==> src/rtl/imem_resp_if.sv <==
// Fetch and program-load bus between the program counter and imem_resp.
// The state signal mirrors the responder FSM so checkers can bind to it.
interface imem_resp_if #(
  parameter int IW = 9
);
  // Handshake: the master raises req with addr and holds both until it sees a
  // one-cycle valid pulse. It may present the next addr in that valid cycle to
  // chain fetches. busy is high while the word is being read, and flush cancels
  // any fetch that is in flight.
  logic          req;
  logic [7:0]    addr;
  logic          flush;
  logic          ld_we;
  logic [7:0]    ld_addr;
  logic [IW-1:0] ld_data;
  logic          valid;
  logic [IW-1:0] instr;
  logic          busy;
  logic [1:0]    state;

  modport master (
    output req, addr, flush, ld_we, ld_addr, ld_data,
    input  valid, instr, busy, state
  );

  modport slave (
    input  req, addr, flush, ld_we, ld_addr, ld_data,
    output valid, instr, busy, state
  );
endinterface

==> src/rtl/imem_resp.sv <==
// Instruction memory responder: programmable wait states, flush and program load.
// Optional one-entry last-address cache enabled by defining IMEM_CACHE_EN.
module imem_resp #(
  parameter int WAIT_CYCLES = 2,
  parameter int IW          = 9,
  parameter int DEPTH       = 256
) (
  input  logic        clk,
  input  logic        reset,
  imem_resp_if.slave  bus
);

  localparam logic [1:0] S_IDLE = 2'd0;
  localparam logic [1:0] S_WAIT = 2'd1;
  localparam logic [1:0] S_RESP = 2'd2;
  localparam logic [2:0] WC     = 3'(WAIT_CYCLES);

  logic [IW-1:0] mem [DEPTH];
  logic [1:0]    state;
  logic [1:0]    state_nx;
  logic [2:0]    cnt;
  logic [7:0]    areg;
  logic [IW-1:0] instr_q;
  logic          accept;
  logic          hit;
  logic          direct;
  logic          wait_done;
  logic          load_instr;
  logic [7:0]    rd_addr;

  assign accept = bus.req && !bus.flush && (state == S_IDLE || state == S_RESP);

`ifdef IMEM_CACHE_EN
  logic [7:0] tag;
  logic       tag_v;

  assign hit = accept && tag_v && (bus.addr == tag);

  // The tag is refreshed in every RESP cycle; a write landing on that same
  // address in the same cycle must leave it invalid.
  always_ff @(posedge clk or negedge reset) begin
    if (!reset) begin
      tag   <= 8'd0;
      tag_v <= 1'b0;
    end else if (state == S_RESP) begin
      tag   <= areg;
      tag_v <= !bus.flush && !(bus.ld_we && bus.ld_addr == areg);
    end else if (bus.flush || (bus.ld_we && bus.ld_addr == tag)) begin
      tag_v <= 1'b0;
    end
  end
`else
  assign hit = 1'b0;
`endif

  // Going straight to RESP means areg is being written on the same edge, so
  // the read must take the incoming address.
  assign direct     = accept && (WAIT_CYCLES == 0 || hit);
  assign wait_done  = (state == S_WAIT) && (cnt <= 3'd1) && !bus.flush;
  assign load_instr = direct || wait_done;
  assign rd_addr    = direct ? bus.addr : areg;

  always_comb begin
    state_nx = state;
    case (state)
      S_IDLE: if (accept) state_nx = direct ? S_RESP : S_WAIT;
      S_WAIT: if (cnt <= 3'd1) state_nx = S_RESP;
      S_RESP: begin
        if (accept) state_nx = direct ? S_RESP : S_WAIT;
        else        state_nx = S_IDLE;
      end
      default: state_nx = S_IDLE;
    endcase
    if (bus.flush) state_nx = S_IDLE;
  end

  always_ff @(posedge clk or negedge reset) begin
    if (!reset) begin
      state   <= S_IDLE;
      cnt     <= 3'd0;
      areg    <= 8'd0;
      instr_q <= '0;
    end else begin
      state <= state_nx;
      if (bus.flush)             cnt <= 3'd0;
      else if (accept && !direct) cnt <= WC;
      else if (state == S_WAIT)  cnt <= cnt - 3'd1;
      if (accept)     areg    <= bus.addr;
      if (load_instr) instr_q <= mem[rd_addr];
    end
  end

  // Memory has no reset; a same-edge read above sees the pre-write word.
  always_ff @(posedge clk) begin
    if (bus.ld_we) mem[bus.ld_addr] <= bus.ld_data;
  end

  assign bus.valid = (state == S_RESP);
  assign bus.busy  = (state == S_WAIT);
  assign bus.instr = instr_q;
  assign bus.state = state;

endmodule

==> src/flat_wrapper.sv <==
// flat-port wrapper written by rule: the top's interface ports become plain ports
module imem_resp_flat 
#(
  parameter int WAIT_CYCLES = 2,
  parameter int IW          = 9,
  parameter int DEPTH       = 256
)
  (clk, reset, bus_req, bus_addr, bus_flush, bus_ld_we, bus_ld_addr, bus_ld_data, bus_valid, bus_instr, bus_busy, bus_state);
  imem_resp_if #(.IW(IW)) bus_i ();
  input  logic clk;
  input  logic reset;
  input wire logic [$bits(bus_i.req)-1:0] bus_req;
  input wire logic [$bits(bus_i.addr)-1:0] bus_addr;
  input wire logic [$bits(bus_i.flush)-1:0] bus_flush;
  input wire logic [$bits(bus_i.ld_we)-1:0] bus_ld_we;
  input wire logic [$bits(bus_i.ld_addr)-1:0] bus_ld_addr;
  input wire logic [$bits(bus_i.ld_data)-1:0] bus_ld_data;
  output wire logic [$bits(bus_i.valid)-1:0] bus_valid;
  output wire logic [$bits(bus_i.instr)-1:0] bus_instr;
  output wire logic [$bits(bus_i.busy)-1:0] bus_busy;
  output wire logic [$bits(bus_i.state)-1:0] bus_state;
  assign bus_i.req = bus_req;
  assign bus_i.addr = bus_addr;
  assign bus_i.flush = bus_flush;
  assign bus_i.ld_we = bus_ld_we;
  assign bus_i.ld_addr = bus_ld_addr;
  assign bus_i.ld_data = bus_ld_data;
  assign bus_valid = bus_i.valid;
  assign bus_instr = bus_i.instr;
  assign bus_busy = bus_i.busy;
  assign bus_state = bus_i.state;
  imem_resp #(.WAIT_CYCLES(WAIT_CYCLES), .IW(IW), .DEPTH(DEPTH)) u_core (.clk(clk), .reset(reset), .bus(bus_i));
endmodule
==> config.mk <==
export PLATFORM = sky130hd
export DESIGN_NAME = imem_resp_flat
export DESIGN_NICKNAME = d
export VERILOG_FILES = /design/src/rtl/imem_resp_if.sv /design/src/rtl/imem_resp.sv /design/src/flat_wrapper.sv
export SDC_FILE = /design/constraint.sdc
export NUM_CORES = 2
export LEC_CHECK = 0
export BUFFER_PORTS_ARGS = -buffer_cell sky130_fd_sc_hd__buf_2
export CORE_AREA = 2 2 474 358
export DETAILED_ROUTE_END_ITERATION = 8
export DIE_AREA = 0 0 476 360
export PLACE_DENSITY = 0.81
export SYNTH_ARGS = -nofsm -noshare
export SYNTH_HDL_FRONTEND = slang
export SYNTH_SLANG_ARGS = --single-unit
==> constraint.sdc <==
create_clock -name clk -period 2.7 [get_ports clk]
set_input_delay 0.27 -clock clk [delete_from_list [all_inputs] [get_ports clk]]
set_output_delay 0.27 -clock clk [all_outputs]
set_load 0.01 [all_outputs]
==> summary.md <==
| Metric | Value |
|---|---|
| Setup Crit Path Kind | reg2reg |
| Synth area leaders | edfxtp_1 (76%), mux4_2 (9.2%), mux2i_1 (3.7%) |
| DRT antenna net count | 0 |
| Clk buf depth | 3 |
| Gate Count Post-Synth | 4,422 |
| Post-Synth XOR/XNOR Area | 0.01922% |
| Setup crit end | u_core.bus.instr[4] |
| Layout Utilization | 65.05% |
| Ys async rst share | 0.9458% |
| IO buf count | 42 |
| H-tree Lvls | 4 |
| Max Slew Vio Count | 0 |
| # nets final | 5,328 |
| Number of synthesized register bits | 2,326 |
| Crit end category | flop |
| Clk sinks | 2,326 |
| Mux cell area share after synthesis | 14.94% |
| Yosys Warn Count | 0 |
| I/O pins | 43 |
| Syn avg cell area | 20.61 um^2 |
| Peak Freq | 293.9 MHz |
| Post-Syn Nets | 4,454 |
| Cells after DPL | 7,257 |
| Syn-to-layout area delta | 19.00% |
| Total Routing Usage GR | 31.89% |
| Core region area | 166,700 um^2 |
| Worst slew pin tran | 1.020 ns |
| Status | finished with violations |
| RSZ-0062 raised after global routing | yes |
| Peak supply drop | 0.0006556 V |
| Final Hold Vio Count | 0 |
| Max_cap viols | 0 |
| Synth Area in Compound Gates | 3.317% |
| Initial antenna violation count | 10 |
| Setup TNS | -3.785 ns |
| Min Tclk post-route | 3.402 ns |
| DR vias/cell | 6.947 |
| Pre-antenna DRT Iters | 9 |
| Violated checks | design-rule violations, negative setup slack |
| Reg2reg path depth | 13 |
| Startpoint types | flop |
| Number of global-route vias before repair | 51,940 |
| Synth Flop Type | edfxtp_1 |
| Worst Path Required | 3.45 ns |
| Mapped Area | 91,130 um^2 |
| PnR worst setup slack | -0.7021 ns |
| DRT iter0 DRCs | 10,290 |
| Flop2flop setup slack | -0.70 ns |
| Reg-to-reg critical path startpoint | u_core.areg[0] |
| First-pass GRT wire length | 384.6 mm |
| Part of the cycle the worst path needs | 126.0% |
| Commonest cells after routing, fill and taps aside | edfxtp_1 (2,304), buf_4 (747), mux4_2 (393) |
| Die Span Y | 360 um |
| Worst flop-to-flop path endpoint | u_core.bus.instr[4] |
| P per Cell Area | 801.1 nW/um^2 |
| FP Rows | 130 |
| Yosys top cell area share | 75.92% |
| Final WL | 278.2 mm |
| Number of distinct library cells after synthesis | 70 |
| Post-synthesis sequential area ratio | 76.52% |
| Slew HR | 32.00% |
| CP Launch Point | u_core.areg[0] |
| Clock slew at reported path FFs | 0.07 ns |
| Adder-Cell Fraction of Synth Area | 0.02746% |
| Total power | 86.88 mW |
| Setup Viol. Count Final | 9 |
| CTS tree | done |
| Hold WC Path Type | in2reg |
| Clk_lat worst skew | 0.87 ns |
| Post-synth top area cell | edfxtp_1 |
| Final non-filler cell total | 7,723 |
| Post-synthesis simple-gate area fraction | 2.865% |
| Main combinational cell family by area after synthesis | multiplexers |
| Detailed-route via count | 53,650 |
| Drt drc | 41 |
| Number of synthesized flops with an enable pin | 2,304 |
| Initial Util | 54.66% |
| Clock Skew | 0.04352 ns |
| DIE AREA | 171,400 um^2 |
| Data arrival time of the critical path | 4.15 ns |
| Layout cells sized above 1 | 33.04% |
| Leak Pwr | 36.22 nW |
| Largest net degree at the start of global routing | 101 |
| CP max FO | 12 |
| Wire length per cell | 36.03 um |
| Clock root buffer | clkbuf_16 |
| Final GP Congestion | 0.9912 |
| Total grt overflow | 0 |
| Commonest non-fill, non-tap cell in the layout | edfxtp_1 |
| Die width | 476 um |
| Final HPWL DP | 169.8 mm |
| CTS Buf Count | 200 |
-- worst min path at each step --
stage	from	to	slack, ns	cells after the start
6_report	bus_ld_data[0]	u_core.mem[253][0]	0.01	1
5_1_grt	bus_ld_data[0]	u_core.mem[254][0]	0.03	1
4_1_cts	bus_ld_data[0]	u_core.mem[168][0]	0.004	1
3_5_place_dp	reset	u_core.areg[5]	0.33	1
3_3_place_gp	reset	u_core.areg[5]	0.32	1
2_1_floorplan	reset	u_core.areg[0]	-0.03	0
-- cell type report --
cell class / instances / area (um^2)
antenna: 7 / 17.52
clock buffer: 244 / 5294
clock inverter: 134 / 1650
fill: 9918 / 58270
inverter: 9 / 38.79
multi-input combinational: 1823 / 20330
sequential: 2326 / 69750
tap: 2244 / 2808
timing repair buffer: 936 / 8559
-- power breakdown --
| part | leakage, nW | internal, mW | switching, mW |
|---|---|---|---|
| Clock | 3.39 | 17.3 | 13.5 |
| Sequential | 21.0 | 39.8 | 0.279 |
| Combinational | 11.8 | 6.80 | 9.19 |
| Total | 36.2 | 63.9 | 23.0 |
-- sequential cells by signal, indices dropped and copies added, names as in the netlist --
| register | flops |
|---|---|
| u_core.bus.instr | 9 |
| u_core.bus.state | 2 |
| u_core.mem | 2304 |
| u_core.cnt | 3 |
| u_core.areg | 8 |
-- timing repair --
| item | 4_1_cts | 5_1_grt |
|---|---|---|
| setup buffers | 15 | 47 |
| pin swaps | 27 | 44 |
| cloned | 8 | 1 |
| setup endpoints to repair | 9 | 9 |
| resized for setup | 202 | 125 |
| hold buffers | 16 | 0 |
| endpoints found under the hold margin | 72 | 0 |
-- through the flow --
stage,hold slack [ns],instance area (um^2),setup slack [ns]
after global placement,0.3246,99230,-0.9940
after CTS,0.004042,107500,-0.3867
final,0.01486,108400,-0.7021
after global routing,0.03059,108400,-0.6005
after detailed placement,0.3261,99230,-1.002
after floorplan,-0.02559,91130,0.2154
-- critical path, cell delays in order (launching register included) --
cell and delay (ns):
dfrtp_4 0.45, buf_12 0.18, buf_16 0.19, buf_4 0.14
buf_12 0.14, buf_4 0.23, mux2i_1 0.40, o22ai_1 0.18
a211oi_2 0.33, nand2_2 0.20, nand4_1 0.31, nor3_2 0.10
buf_4 0.17, a211o_1 0.23
-- per-layer routing --
metal | share of wire [%] | up-vias | global-route usage [%]
met5 | 0.015 | - | 0
met4 | 6.3 | 8 | 15.08
met3 | 17 | 1101 | 12.06
met2 | 45 | 5390 | 47.17
met1 | 33 | 27020 | 42.00
li1 | - | 20130 | -
-- cell usage after synthesis (51+ instances only) --
master,n
clkbuf_1,103
nand2_1,114
edfxtp_1,2304
mux4_1,67
o21ai_0,51
a22oi_1,60
nand3_1,56
o22ai_1,105
mux4_2,372
mux2i_1,341
nor2_1,308
-- logic make-up after synthesis --
group / Yosys count
simple gates: 599
compound gates: 434
mux: 786
xor+xnor: 2
flops: 2326
fa+ha+maj: 2
buf+inv: 273
Note: power is estimated with default switching activity, not from simulation.
